===== src/rtl/nib_pack.sv =====
// rtl/nib_pack.sv - nibble packer: assembles four framed 4-bit nibbles into one 16-bit word
// Valid/ready on both sides; SYNC_ERR pulses on a start-of-word inside a partial word.
module nib_pack #(
  parameter int MSB_FIRST = 1,
  parameter int CNT_W     = 8
) (
  input  logic             CLK,
  input  logic             RESET,
  input  logic [3:0]       NIB_DATA,
  input  logic             NIB_VALID,
  input  logic             NIB_SOW,
  output logic             NIB_READY,
  output logic [15:0]      NIBBLES,
  output logic             WORD_VALID,
  input  logic             WORD_READY,
  output logic             SYNC_ERR,
  output logic [CNT_W-1:0] WORD_CNT
);

  typedef enum logic {HUNT, COLLECT} state_t;

  state_t           state, state_nx;
  logic [1:0]       idx, idx_nx;
  logic [11:0]      acc, acc_nx;
  logic [15:0]      word_q, word_nx;
  logic             wv_q, wv_nx;
  logic             err_q, err_nx;
  logic [CNT_W-1:0] cnt_q, cnt_nx;
  logic             accept;
  logic             deliver;

  // Accumulator holds nibbles 0..2 in their final word positions (minus the last slot).
  function automatic logic [11:0] place(input logic [11:0] a, input logic [1:0] k,
                                        input logic [3:0] d);
    logic [11:0] r;
    r = a;
    if (MSB_FIRST != 0) r[11 - 4*int'(k) -: 4] = d;
    else                r[4*int'(k) +: 4]      = d;
    return r;
  endfunction

  // Only the completing nibble stalls, and only while the previous word is still pending.
  assign NIB_READY = !(state == COLLECT && idx == 2'd3 && wv_q && !WORD_READY);
  assign accept    = NIB_VALID && NIB_READY;
  assign deliver   = wv_q && WORD_READY;

  always_comb begin
    state_nx = state;
    idx_nx   = idx;
    acc_nx   = acc;
    word_nx  = word_q;
    wv_nx    = wv_q;
    err_nx   = 1'b0;
    cnt_nx   = cnt_q;

    if (deliver) begin
      wv_nx  = 1'b0;
      cnt_nx = cnt_q + {{(CNT_W-1){1'b0}}, 1'b1};
    end

    if (accept) begin
      if (NIB_SOW) begin
        err_nx   = (state == COLLECT);
        acc_nx   = place(12'h000, 2'd0, NIB_DATA);
        idx_nx   = 2'd1;
        state_nx = COLLECT;
      end else if (state == COLLECT) begin
        if (idx == 2'd3) begin
          word_nx  = (MSB_FIRST != 0) ? {acc, NIB_DATA} : {NIB_DATA, acc};
          wv_nx    = 1'b1;
          idx_nx   = 2'd0;
          state_nx = HUNT;
        end else begin
          acc_nx = place(acc, idx, NIB_DATA);
          idx_nx = idx + 2'd1;
        end
      end
    end
  end

  always_ff @(posedge CLK) begin
    if (RESET) begin
      state  <= HUNT;
      idx    <= 2'd0;
      acc    <= 12'h000;
      word_q <= 16'h0000;
      wv_q   <= 1'b0;
      err_q  <= 1'b0;
      cnt_q  <= '0;
    end else begin
      state  <= state_nx;
      idx    <= idx_nx;
      acc    <= acc_nx;
      word_q <= word_nx;
      wv_q   <= wv_nx;
      err_q  <= err_nx;
      cnt_q  <= cnt_nx;
    end
  end

  assign NIBBLES    = word_q;
  assign WORD_VALID = wv_q;
  assign SYNC_ERR   = err_q;
  assign WORD_CNT   = cnt_q;

endmodule


===== config.mk =====
export PLATFORM = sky130hd
export DESIGN_NAME = nib_pack
export DESIGN_NICKNAME = d
export VERILOG_FILES = /design/src/rtl/nib_pack.sv
export SDC_FILE = /design/constraint.sdc
export NUM_CORES = 1
export LEC_CHECK = 0
export CAP_MARGIN = 20
export CORE_MARGIN = 2
export CORE_UTILIZATION = 52
export CTS_CLUSTER_SIZE = 16
export DETAILED_ROUTE_END_ITERATION = 12
export GPL_ROUTABILITY_DRIVEN = 0
export GPL_TIMING_DRIVEN = 0
export MAX_ROUTING_LAYER = met4
export PLACE_DENSITY = 0.85
export SETUP_SLACK_MARGIN = 0.15
export SYNTH_ARGS = -nofsm -noshare
export SYNTH_HDL_FRONTEND = slang
export SYNTH_SLANG_ARGS = --single-unit
export TNS_END_PERCENT = 100

===== constraint.sdc =====
create_clock -name CLK -period 2.27 [get_ports CLK]
set_clock_uncertainty 0.1 [all_clocks]
set_input_delay 0.5675 -clock CLK [delete_from_list [all_inputs] [get_ports CLK]]
set_output_delay 0.5675 -clock CLK [all_outputs]
set_load 0.05 [all_outputs]

======== Word level (Yosys, flattened, before mapping) ========
Index checks and enable logic that the tools add are counted.
word-level totals
  flip-flop bits (word level) ............. 41
  bits in latches ......................... 0
  memory bits (writable) .................. 0
  ROM bits ................................ 0
  bits of input ports ..................... 9
  output and inout port bits .............. 27
  word-level logic and storage cells ...... 44
  memories kept ........................... 0
cells by class
  add/sub/neg operators ................... 4
  multipliers ............................. 0
  divide/modulo/power cells ............... 0
  magnitude comparators ................... 0
  eq/ne operators ......................... 2
  shifts and indexed selects .............. 2
  mux-type cells .......................... 15
  bitwise operators ....................... 2
  reductions and logical operators ........ 12
operators by type and width
  kind                                                                     count
  12-bit two-way mux                                                       3
  5-bit negation with 33-bit output                                        1
  4-bit by 33-bit variable shift with 15-bit output, first input constant  1
  4-bit by 33-bit variable part select with 15-bit output                  1
  12-bit bitwise mux                                                       1
  8-bit by 1-bit adder with 8-bit output, second input constant            1
  1-bit two-way mux                                                        8
  2-bit two-way mux                                                        3
  1-bit logical AND                                                        5
  4-bit by 4-bit subtractor with 5-bit output, first input constant        1
  4-bit AND reduction                                                      1
  3-bit AND reduction                                                      1
  3-bit OR reduction                                                       1
  2-bit by 1-bit adder with 2-bit output, second input constant            1
  2-bit equality test, second input constant                               1
  1-bit zero test                                                          2
  2-bit != test, second input constant                                     1
  1-bit inverter                                                           2
  2-bit AND reduction                                                      1
  2-bit nonzero test                                                       1

======== Depth between registers and ports, before layout ========
Gate-level depths: netlist of run 1.
  word-level depth ........................ 8
  gate-level depth with buffers ........... 6
  mapped depth without buffers ............ 5

======== Least setup slack after synthesis of run 1 ========
OpenSTA, ideal clock, no wires.
  kind .................................... register -> output
  start point ............................. reg wv_q (netlist: WORD_VALID)
  end point ............................... out NIB_READY
  arrival time ............................ 1.349 ns
  slack ................................... 0.254 ns
  cell stages (with the launch flop) ...... 4
  cells stage by stage .................... dfxtp_1 and4b_1 buf_6 inv_1
on the way
  word-level cells in the longest chain between the ends .. 3
RTL lines
  item                            line  source
  from (decl)                     26    logic wv_q, wv_nx;
  from (signal assigned)          95    wv_q <= wv_nx;
  1-bit logical AND (2 in a row)  43    assign NIB_READY = !(state == COLLECT && idx == 2'd3 && wv_q && !WORD_READY);
  1-bit zero test                 43
  to (decl)                       12    output logic NIB_READY,
Every way passes these cells.

======== Worst setup path after layout of run 1 ========
  start point ............................. in WORD_READY
  end point ............................... out NIB_READY
on the way
  word-level cells in the longest chain between the ends .. 3
RTL lines
  item               line  source
  from (decl)        15    input logic WORD_READY,
  1-bit zero test    43
  1-bit logical AND  43
  1-bit zero test    43
Every way passes these cells.

==> flow_summary_export.csv, run 1 <==
group,metric,value,unit
run_status,outcome,"finished clean",
timing,layout_worst_path_cycle_share,0.937,
clock_network,numCtsBuffers,5,
yosys,netlist_area,0.00199,mm2
placed_design,post_dp_cell_area,0.00240,mm2
clock_network,cts.sinks,41,
clock_network,worstSkewPairLatency,0.31,ns
clock_network,clk_pin_slew,0.08,ns
setup_path,worst-path-buf-inv,4,
setup_path,cp-end-kind,"primary output",
power_and_ir_drop,power.density,537,mW/mm2
route,ant_nets,0,
power_and_ir_drop,ir_worst_vdd,347,uV
power_and_ir_drop,leakage,1.07,nW
die,die_area,0.00433,mm2
die,num_io_pins,36,
yosys,yosys-top-cells-area,"dfxtp_1 (41%), o31ai_1 (6.8%), a21oi_1 (6.3%)",
route,wl_per_cell,15.9,um
setup_path,start_kind,"input pin",
yosys,synth_area_per_cell,9.20,um2
timing,relSlewSlack,0.638,
timing,fmaxAchievable,470,MHz
die,start_util,0.543,
setup_path,crit_slowest_cell,"and4b_1",
global_route,grt_pass1_wl,7870,um
setup_path,worstPathMaxFanout,8,
timing,setup_ws,0.144,ns
route,wl,4970,um
yosys,synth_common_cells,"dfxtp_1 (41), a21oi_1 (25), nand4_1 (19), o31ai_1 (18), nand2b_1 (14)",
placed_design,port_buffers,35,
layout,nFillCells,294,
layout,fin_nets,278,
clock_network,cts_buffer_depth,2,
global_route,grt_pass1_vias,1682,
layout,instances_no_fill,312,
timing,setup_violations,0,
global_route,grtUsageTotal,0.249,
timing,final.min_clock_period,2.13,ns
yosys,synth_nets,231,
layout,syn_to_final_growth,28.7,%
timing,finalHoldViolCount,0,
run,cap_violations,0,
yosys,ys_warn_count,0,
route,drc,0,
layout,final_area,0.00256,mm2
placed_design,dp.cells,299,
yosys,synth_area_leader_cell,"dfxtp_1",
setup_path,arrival,1.46,ns
clock_network,cts_root_buf,"clkbuf_8",
yosys,synth-seq-cells,41,
timing,finalSetupTns,0,ns
clock_network,cts_tree,"done",
global_route,grt_overflow,0,
setup_path,slowest_delay,0.29,ns
yosys,synthDistinctLibCells,33,
yosys,yosysTopAreaCellShare,0.413,
yosys,synth_top_flop_cell,"dfxtp_1",
yosys,seq_area_frac_synth,0.413,
min_path,hp-class,"register to register",
route,via_count,1824,
clock_network,h-tree-depth,2,
timing,rsz0062_at_grt,"yes",
yosys,synth_edf_count,0,
placed_design,place_ws,-0.839,ns
die,die_w,65.8,um
power_and_ir_drop,finalPower,0.00137,W
setup_path,path_delay_family,"buffers and inverters",
layout,diodes,0,
die,die_h,65.8,um
setup_path,worstSetupPathType,"input pin to primary output",
placed_design,dp_hpwl,3340,um
yosys,synthArstFlopShare,0,
global_route,grt_antenna_before_repair,0,
setup_path,path_cells,"clkdlybuf4s15_2 > and4b_1 > buf_6 > inv_1 > buf_4",
timing,maxSlewViolCount,0,
die,row_count,22,
timing,worstMarginPinSlew,0.536,ns
route,drtIter0Drc,143,
global_route,grt_start_max_net_pins,14,
layout,drive_above_1_share,0.129,
route,drtPass1Iterations,4,
yosys,yosys.cell_count.top_type,"dfxtp_1",
yosys,synthCells,216,
die,core-area,0.00366,mm2
route,via_per_inst,5.85,
setup_path,cp.required,1.60,ns
-- path summary, 6_finish.rpt --
check / end / start / cells past startpoint / slack (ns)
setup reg to reg: acc[9]$_SDFFE_PP0P_ / idx[0]$_SDFFE_PP0P_ / 6 / 0.30
hold / removal: NIBBLES[10]$_SDFFE_PP0P_ / NIBBLES[10]$_SDFFE_PP0P_ / 2 / 0.37
hold reg to reg: NIBBLES[10]$_SDFFE_PP0P_ / NIBBLES[10]$_SDFFE_PP0P_ / 2 / 0.37
setup / recovery: NIB_READY / WORD_READY / 5 / 0.14
-- layout by cell type, fill, tap and decap left out, drive strengths merged --
master and count:
ha 6, and2b 1, xnor2 1, and3b 1, clkdlybuf4s15 1, a211oi 3, dlygate4sd2 17, dlymetal6s2s 8
dfxtp 41, clkbuf 16, nand2b 14, nand4 19, clkinv 2, nor4b 2, o21ai 13, a2111oi 1
and4b 2, nor2b 4, a31o 1, nor3b 1, or3 3, xor2 1, inv 8, nor4 1
o31ai 18, nand3b 5, nand2 4, mux2i 12, nand3 7, buf 12, or4b 1, clkdlybuf4s50 8
a21oi 25, nor2 3, or4 2
-- timing repair --
action                                  in CTS  in global routing
endpoints found under the setup margin      33                 24
setup buffers                                0                  5
pin swaps                                    0                  1
hold buffers                                 0                  0
resized for setup                           33                 19
-- stage by stage --
step,util,hold slack (ns)
detailed placement,0.655,0.362
floorplan,-,0.347
CTS,0.680,0.372
finish,0.699,0.367
global route,0.699,0.377
global placement,0.655,0.357
-- cells by family (layout without fill, tap and decap cells) --
group	Yosys count	count (layout)	share of synthesized area
AOI/OAI and AO/OA	61	61	0.203
xor gates and xnor gates	2	2	0.00882
adders and majority gates	6	6	0.0378
buffers and inverters	24	72	0.0510
DFF	41	41	0.413
muxes	12	12	0.0605
and+or+nand+nor	70	70	0.226
-- worst min-delay path: stages (launching register included) --
cell	delay (ns)
dfxtp_1	0.31
o31ai_1	0.06
a21oi_1	0.06
-- cell type report --
class	instances	area, um2	area share
multi-input cells	151	1080	0.421
flip-flops and latches	41	827	0.323
repair buffers	40	385	0.151
clock buffers	6	82.6	0.0323
plain buffers	16	81.3	0.0318
well taps	48	60.1	0.0235
inverters	8	30.0	0.0117
clock inverters	2	13.8	0.00538
-- power by group --
part | internal (W) | switching [W]
Sequential | 0.000726 | 0.00000696
Combinational | 0.0000502 | 0.0000737
Clock | 0.000246 | 0.000270
Total | 0.00102 | 0.000351
-- flip-flops by register name (all words and copies together) (netlist names) --
signal / count
SYNC_ERR: 1
WORD_CNT: 8
NIBBLES: 16
idx: 2
acc: 12
WORD_VALID: 1
state: 1
-- metal layers --
metal,wire length [um],global-route usage,part of all wire,up-vias
met3,226,0.0426,0.046,12
li1,-,-,-,895
met2,2330,0.400,0.47,46
met5,0,-,0,-
met4,126,0.128,0.025,0
met1,2280,0.302,0.46,871
Power figures use the tool's default switching activity.
==> inputs of run 2 (changes only) <==
Settings changed: GPL_TIMING_DRIVEN 0 to unset.
==> run 2 against run 1 <==
Core utilization up 0.51 points; largest power group unchanged; setup slack better by 0.031 ns; global-route usage up 1.2 points; flip-flop and latch count unchanged; cell count down 1.9%; hold slack about the same; critical path type is now register to primary output; sequential power up 0.5%; fmax up 1.5%; register-to-register slack better by 0.13 ns.
==> flow_summary_export.csv, run 2 (same netlist as run 1, synthesis figures left out) <==
group,metric,value,unit
setup_path,slowest_delay,0.44,ns
setup_path,cp-end-kind,"primary output",
route,wl_per_cell,16.1,um
clock_network,numCtsBuffers,5,
power_and_ir_drop,p_clk_frac,0.363,
setup_path,crit_slowest_cell,"dfxtp_1",
min_path,hp-class,"register to register",
power_and_ir_drop,p_sw_frac,0.245,
clock_network,cts_tree,"done",
layout,mostFrequentLayoutCells,"dfxtp_1 (40), a21oi_1 (25), nand4_1 (19)",
min_path,hold_path_depth,2,
route,wl,4930,um
layout,diodes,0,
layout,nFillCells,290,
setup_path,cp.required,1.60,ns
timing,final.min_clock_period,2.10,ns
die,die_h,65.8,um
setup_path,ff2ff_path_depth,5,
die,die_area,0.00433,mm2
route,via_count,1824,
global_route,grt_overflow,0,
timing,finalHoldViolCount,0,
timing,finalSetupTns,0,ns
timing,maxSlewViolCount,0,
setup_path,worstPathMaxFanout,6,
placed_design,port_buffers,35,
layout,final_common_cell,"dfxtp_1",
global_route,grt_pass1_wl,8310,um
placed_design,dp.cells,299,
route,ant_nets,0,
power_and_ir_drop,power.density,525,mW/mm2
setup_path,path_cells,"ha_4 > and4b_2 > inv_1 > buf_6",
clock_network,worstSkewPairLatency,0.30,ns
clock_network,cts_setup_buffers,0,
layout,drive_above_1_share,0.128,
placed_design,dp_hpwl,3390,um
global_route,grtUsageTotal,0.261,
route,drtIter0Drc,139,
layout,largest_register_ffs,16,
die,num_io_pins,36,
run_status,outcome,"finished clean",
power_and_ir_drop,power_switching,0.000332,W
timing,setup_ws,0.175,ns
route,drtPass1Iterations,4,
setup_path,arrival,1.43,ns
run,cap_violations,0,
clock_network,clk_pin_slew,0.07,ns
timing,relSlewSlack,0.661,
die,start_util,0.543,
power_and_ir_drop,leakage,1.15,nW
power_and_ir_drop,power_frac_comb,0.092,
clock_network,cts_buffer_depth,2,
power_and_ir_drop,ir_worst_vdd,430,uV
die,row_count,22,
placed_design,place_ws,-0.00897,ns
die,core-area,0.00366,mm2
setup_path,worstSetupPathType,"register to primary output",
timing,worstMarginPinSlew,0.508,ns
global_route,grt_antenna_before_repair,0,
route,via_per_inst,5.96,
clock_network,ctsHoldBuffers,0,
clock_network,cts_root_buf,"clkbuf_8",
timing,fmaxAchievable,477,MHz
timing,layout_worst_path_cycle_share,0.923,
power_and_ir_drop,finalPower,0.00135,W
layout,instances_no_fill,306,
power_and_ir_drop,p_int,0.00102,W
clock_network,h-tree-depth,2,
global_route,grt_pass1_vias,1787,
timing,setup_violations,0,
layout,fin_nets,273,
route,drc,0,
timing,rsz0062_at_grt,"yes",
power_and_ir_drop,seqPwrFrac,0.545,
setup_path,start_kind,"register",
layout,syn_to_final_growth,29.7,%
clock_network,cts.sinks,41,
global_route,grt_start_max_net_pins,23,
die,die_w,65.8,um
## run 2: cell types whose count changed in the layout (fill, tap and decap cells not counted), moves of 4 or more
cell / change
buf_4: +10
dlygate4sd2_1: -8
dlymetal6s2s_1: +7
clkbuf_2: -6
clkbuf_1: -4
## run 2: worst max-delay path, delay by kind of cell (launching register included)
family        cells  cell delay, ns
simple gates      1            0.27
fa+ha+maj         1            0.20
buf+inv           2            0.22
flops             1            0.44
## run 2: layout make-up
| type | count | area [um2] | share of cell area |
|---|---|---|---|
| tap | 48 | 60.1 | 0.0233 |
| clock buffer | 6 | 82.6 | 0.0321 |
| sequential | 41 | 822 | 0.319 |
| multi-input combinational | 151 | 1080 | 0.419 |
| inverter | 8 | 30.0 | 0.0117 |
| timing repair buffer | 51 | 495 | 0.192 |
| clock inverter | 1 | 7.51 | 0.00291 |
## run 2: routing by layer
metal | GRT usage | wire length, um
met3 | 0.0443 | 271
met2 | 0.412 | 2420
met1 | 0.329 | 2150
met5 | - | 0
met4 | 0.120 | 93
## run 2: final timing paths
kind / endpoint / slack [ns] / startpoint
min: NIBBLES[10]$_SDFFE_PP0P_ / 0.37 / NIBBLES[10]$_SDFFE_PP0P_
min reg2reg: NIBBLES[10]$_SDFFE_PP0P_ / 0.37 / NIBBLES[10]$_SDFFE_PP0P_
max reg2reg: acc[11]$_SDFFE_PP0P_ / 0.43 / idx[0]$_SDFFE_PP0P_
max: NIB_READY / 0.17 / idx[1]$_SDFFE_PP0P_
## run 2: metrics by stage
stage | cell area [um2] | hold WS, ns | utilization
2_1_floorplan | 1990 | 0.347 | -
3_3_place_gp | 2440 | 0.357 | 0.667
3_5_place_dp | 2440 | 0.360 | 0.667
4_1_cts | 2520 | 0.371 | 0.689
5_1_grt | 2580 | 0.387 | 0.704
6_report | 2580 | 0.366 | 0.704
## run 2: power groups by stage
stage	clock network [W]	registers, W	logic (W)
after CTS	0.000495	0.000735	0.000123
after detailed placement	0	0.000752	0.000121
after floorplan	0	0.000750	0.0000740
final	0.000491	0.000737	0.000124
after global placement	0	0.000752	0.000118
after global routing	0.000528	0.000737	0.000134
## run 2: repair_timing
item / in CTS / in global routing
pin swaps: 0 / 0
gates resized for setup: 11 / 18
endpoints found under the setup margin: 10 / 15
==> inputs of run 3 (changes only) <==
Settings changed: CORE_ASPECT_RATIO set to 1.25.
==> run 3 against run 2 <==
Design area up 0.58%; die area about the same; wire length down 5.0%; core utilization down 0.76 points; global-route usage down 1.8 points; clock-buffer cell count unchanged; first-iteration DRC count down 60%; via count down 2.7%; largest power group unchanged.
==> flow_summary_export.csv, run 3 (same netlist as run 1, synthesis figures left out) <==
group,metric,value,unit
run_status,outcome,"finished clean",
route,wl_per_cell,15.9,um
global_route,grt_overflow,0,
setup_path,path_delay_family,"flip-flops",
setup_path,cp-end-kind,"primary output",
power_and_ir_drop,finalPower,0.00148,W
placed_design,port_buffers,35,
power_and_ir_drop,power.density,571,mW/mm2
timing,setup_violations,0,
power_and_ir_drop,power_frac_comb,0.081,
setup_path,worstSetupPathType,"register to primary output",
timing,worstMarginPinSlew,0.527,ns
die,die_h,73.1,um
timing,final.min_clock_period,2.08,ns
layout,multi_input_area,0.00107,mm2
route,via_per_inst,6.02,
setup_path,worstPathMaxFanout,7,
global_route,grt_pass1_wl,7760,um
setup_path,ff2ff_path_depth,6,
clock_network,worstSkewPairLatency,0.31,ns
global_route,grt_start_max_net_pins,33,
global_route,grt_pass1_vias,1756,
die,row_count,25,
die,die_area,0.00433,mm2
setup_path,cp.required,1.60,ns
clock_network,h-tree-depth,2,
clock_network,cts_root_buf,"clkbuf_8",
clock_network,cts_tree,"done",
run,cap_violations,0,
power_and_ir_drop,seqPwrFrac,0.497,
layout,fin_nets,269,
placed_design,dp_hpwl,3210,um
route,drtPass1Iterations,4,
clock_network,numCtsBuffers,5,
timing,maxSlewViolCount,0,
power_and_ir_drop,leakage,1.15,nW
layout,register_area,826,um2
route,wl,4690,um
setup_path,critical_path_depth,4,
timing,finalSetupTns,0,ns
setup_path,crit_slowest_cell,"dfxtp_4",
setup_path,slowest_delay,0.40,ns
clock_network,cts_buffer_depth,2,
timing,rsz0062_at_grt,"yes",
global_route,grt_antenna_before_repair,0,
route,ant_nets,0,
die,core-area,0.00372,mm2
power_and_ir_drop,p_int,0.00114,W
power_and_ir_drop,ir_worst_vdd,392,uV
timing,layout_worst_path_cycle_share,0.915,
power_and_ir_drop,power_switching,0.000344,W
route,via_count,1775,
layout,nFillCells,289,
layout,syn_to_final_growth,30.4,%
die,num_io_pins,36,
route,drc,0,
route,drtIter0Drc,56,
layout,diodes,0,
die,die_w,59.3,um
clock_network,cts.sinks,41,
die,start_util,0.534,
timing,fmaxAchievable,482,MHz
setup_path,arrival,1.41,ns
timing,finalHoldViolCount,0,
layout,finish.utilization,0.696,
setup_path,path_cells,"ha_2 > and4b_1 > inv_1 > buf_6",
setup_path,start_kind,"register",
layout,largest_register_ffs,16,
power_and_ir_drop,p_clk_frac,0.422,
layout,drive_above_1_share,0.118,
power_and_ir_drop,p_sw_frac,0.232,
setup_path,worst-path-buf-inv,2,
timing,relSlewSlack,0.648,
placed_design,dp.cells,286,
clock_network,clk_pin_slew,0.08,ns
layout,instances_no_fill,295,
layout,mostFrequentLayoutCells,"dfxtp_1 (39), a21oi_1 (25), nand4_1 (19)",
layout,final_common_cell,"dfxtp_1",
global_route,grtUsageTotal,0.243,
min_path,hp-class,"register to register",
min_path,hold_path_depth,2,
==> run 3: power groups by stage <==
stage               combinational (W)  clock, W  sequential [W]
global route                 0.000131  0.000655        0.000736
global placement             0.000117         0        0.000751
finish                       0.000120  0.000624        0.000735
CTS                          0.000121  0.000625        0.000735
floorplan                   0.0000740         0        0.000750
detailed placement           0.000120         0        0.000751
==> run 3: final timing paths <==
check,slack [ns],to,startpoint
worst max-delay path,0.19,NIB_READY,idx[0]$_SDFFE_PP0P_
worst min register to register,0.37,NIBBLES[5]$_SDFFE_PP0P_,NIBBLES[5]$_SDFFE_PP0P_
worst max register to register,0.41,acc[10]$_SDFFE_PP0P_,idx[0]$_SDFFE_PP0P_
worst min-delay path,0.37,NIBBLES[5]$_SDFFE_PP0P_,NIBBLES[5]$_SDFFE_PP0P_
==> run 3: cell type report <==
| type | count | share of cell area |
|---|---|---|
| well taps | 40 | 0.0193 |
| multi-input cells | 151 | 0.412 |
| flip-flops and latches | 41 | 0.319 |
| clock inverters | 2 | 0.0145 |
| repair buffers | 47 | 0.192 |
| clock buffers | 6 | 0.0319 |
| inverters | 8 | 0.0116 |
==> run 3: per-stage QoR <==
stage	hold slack (ns)	setup slack, ns	area, um2
finish	0.367	0.193	2590
global route	0.398	0.135	2590
CTS	0.371	0.0545	2540
detailed placement	0.360	0.0303	2430
global placement	0.355	0.0328	2430
floorplan	0.347	0.254	1990
==> run 3: metal layers <==
layer	wire, um	track usage	up-vias
met4	85	0.106	0
met1	1960	0.265	855
met5	0	-	-
met2	2430	0.416	40
li1	-	-	873
met3	211	0.0550	7
==> run 3: repair_timing <==
action / CTS / global route
setup endpoints to repair: 12 / 14
gates cloned: 0 / 0
hold buffers: 0 / 0
buffers inserted: 0 / 1
gates resized for setup: 12 / 18
==> run 3: worst min-delay path, cell delays in order, from the launching register on <==
cell     delay [ns]
dfxtp_1        0.31
o31ai_1        0.06
a21oi_1        0.06
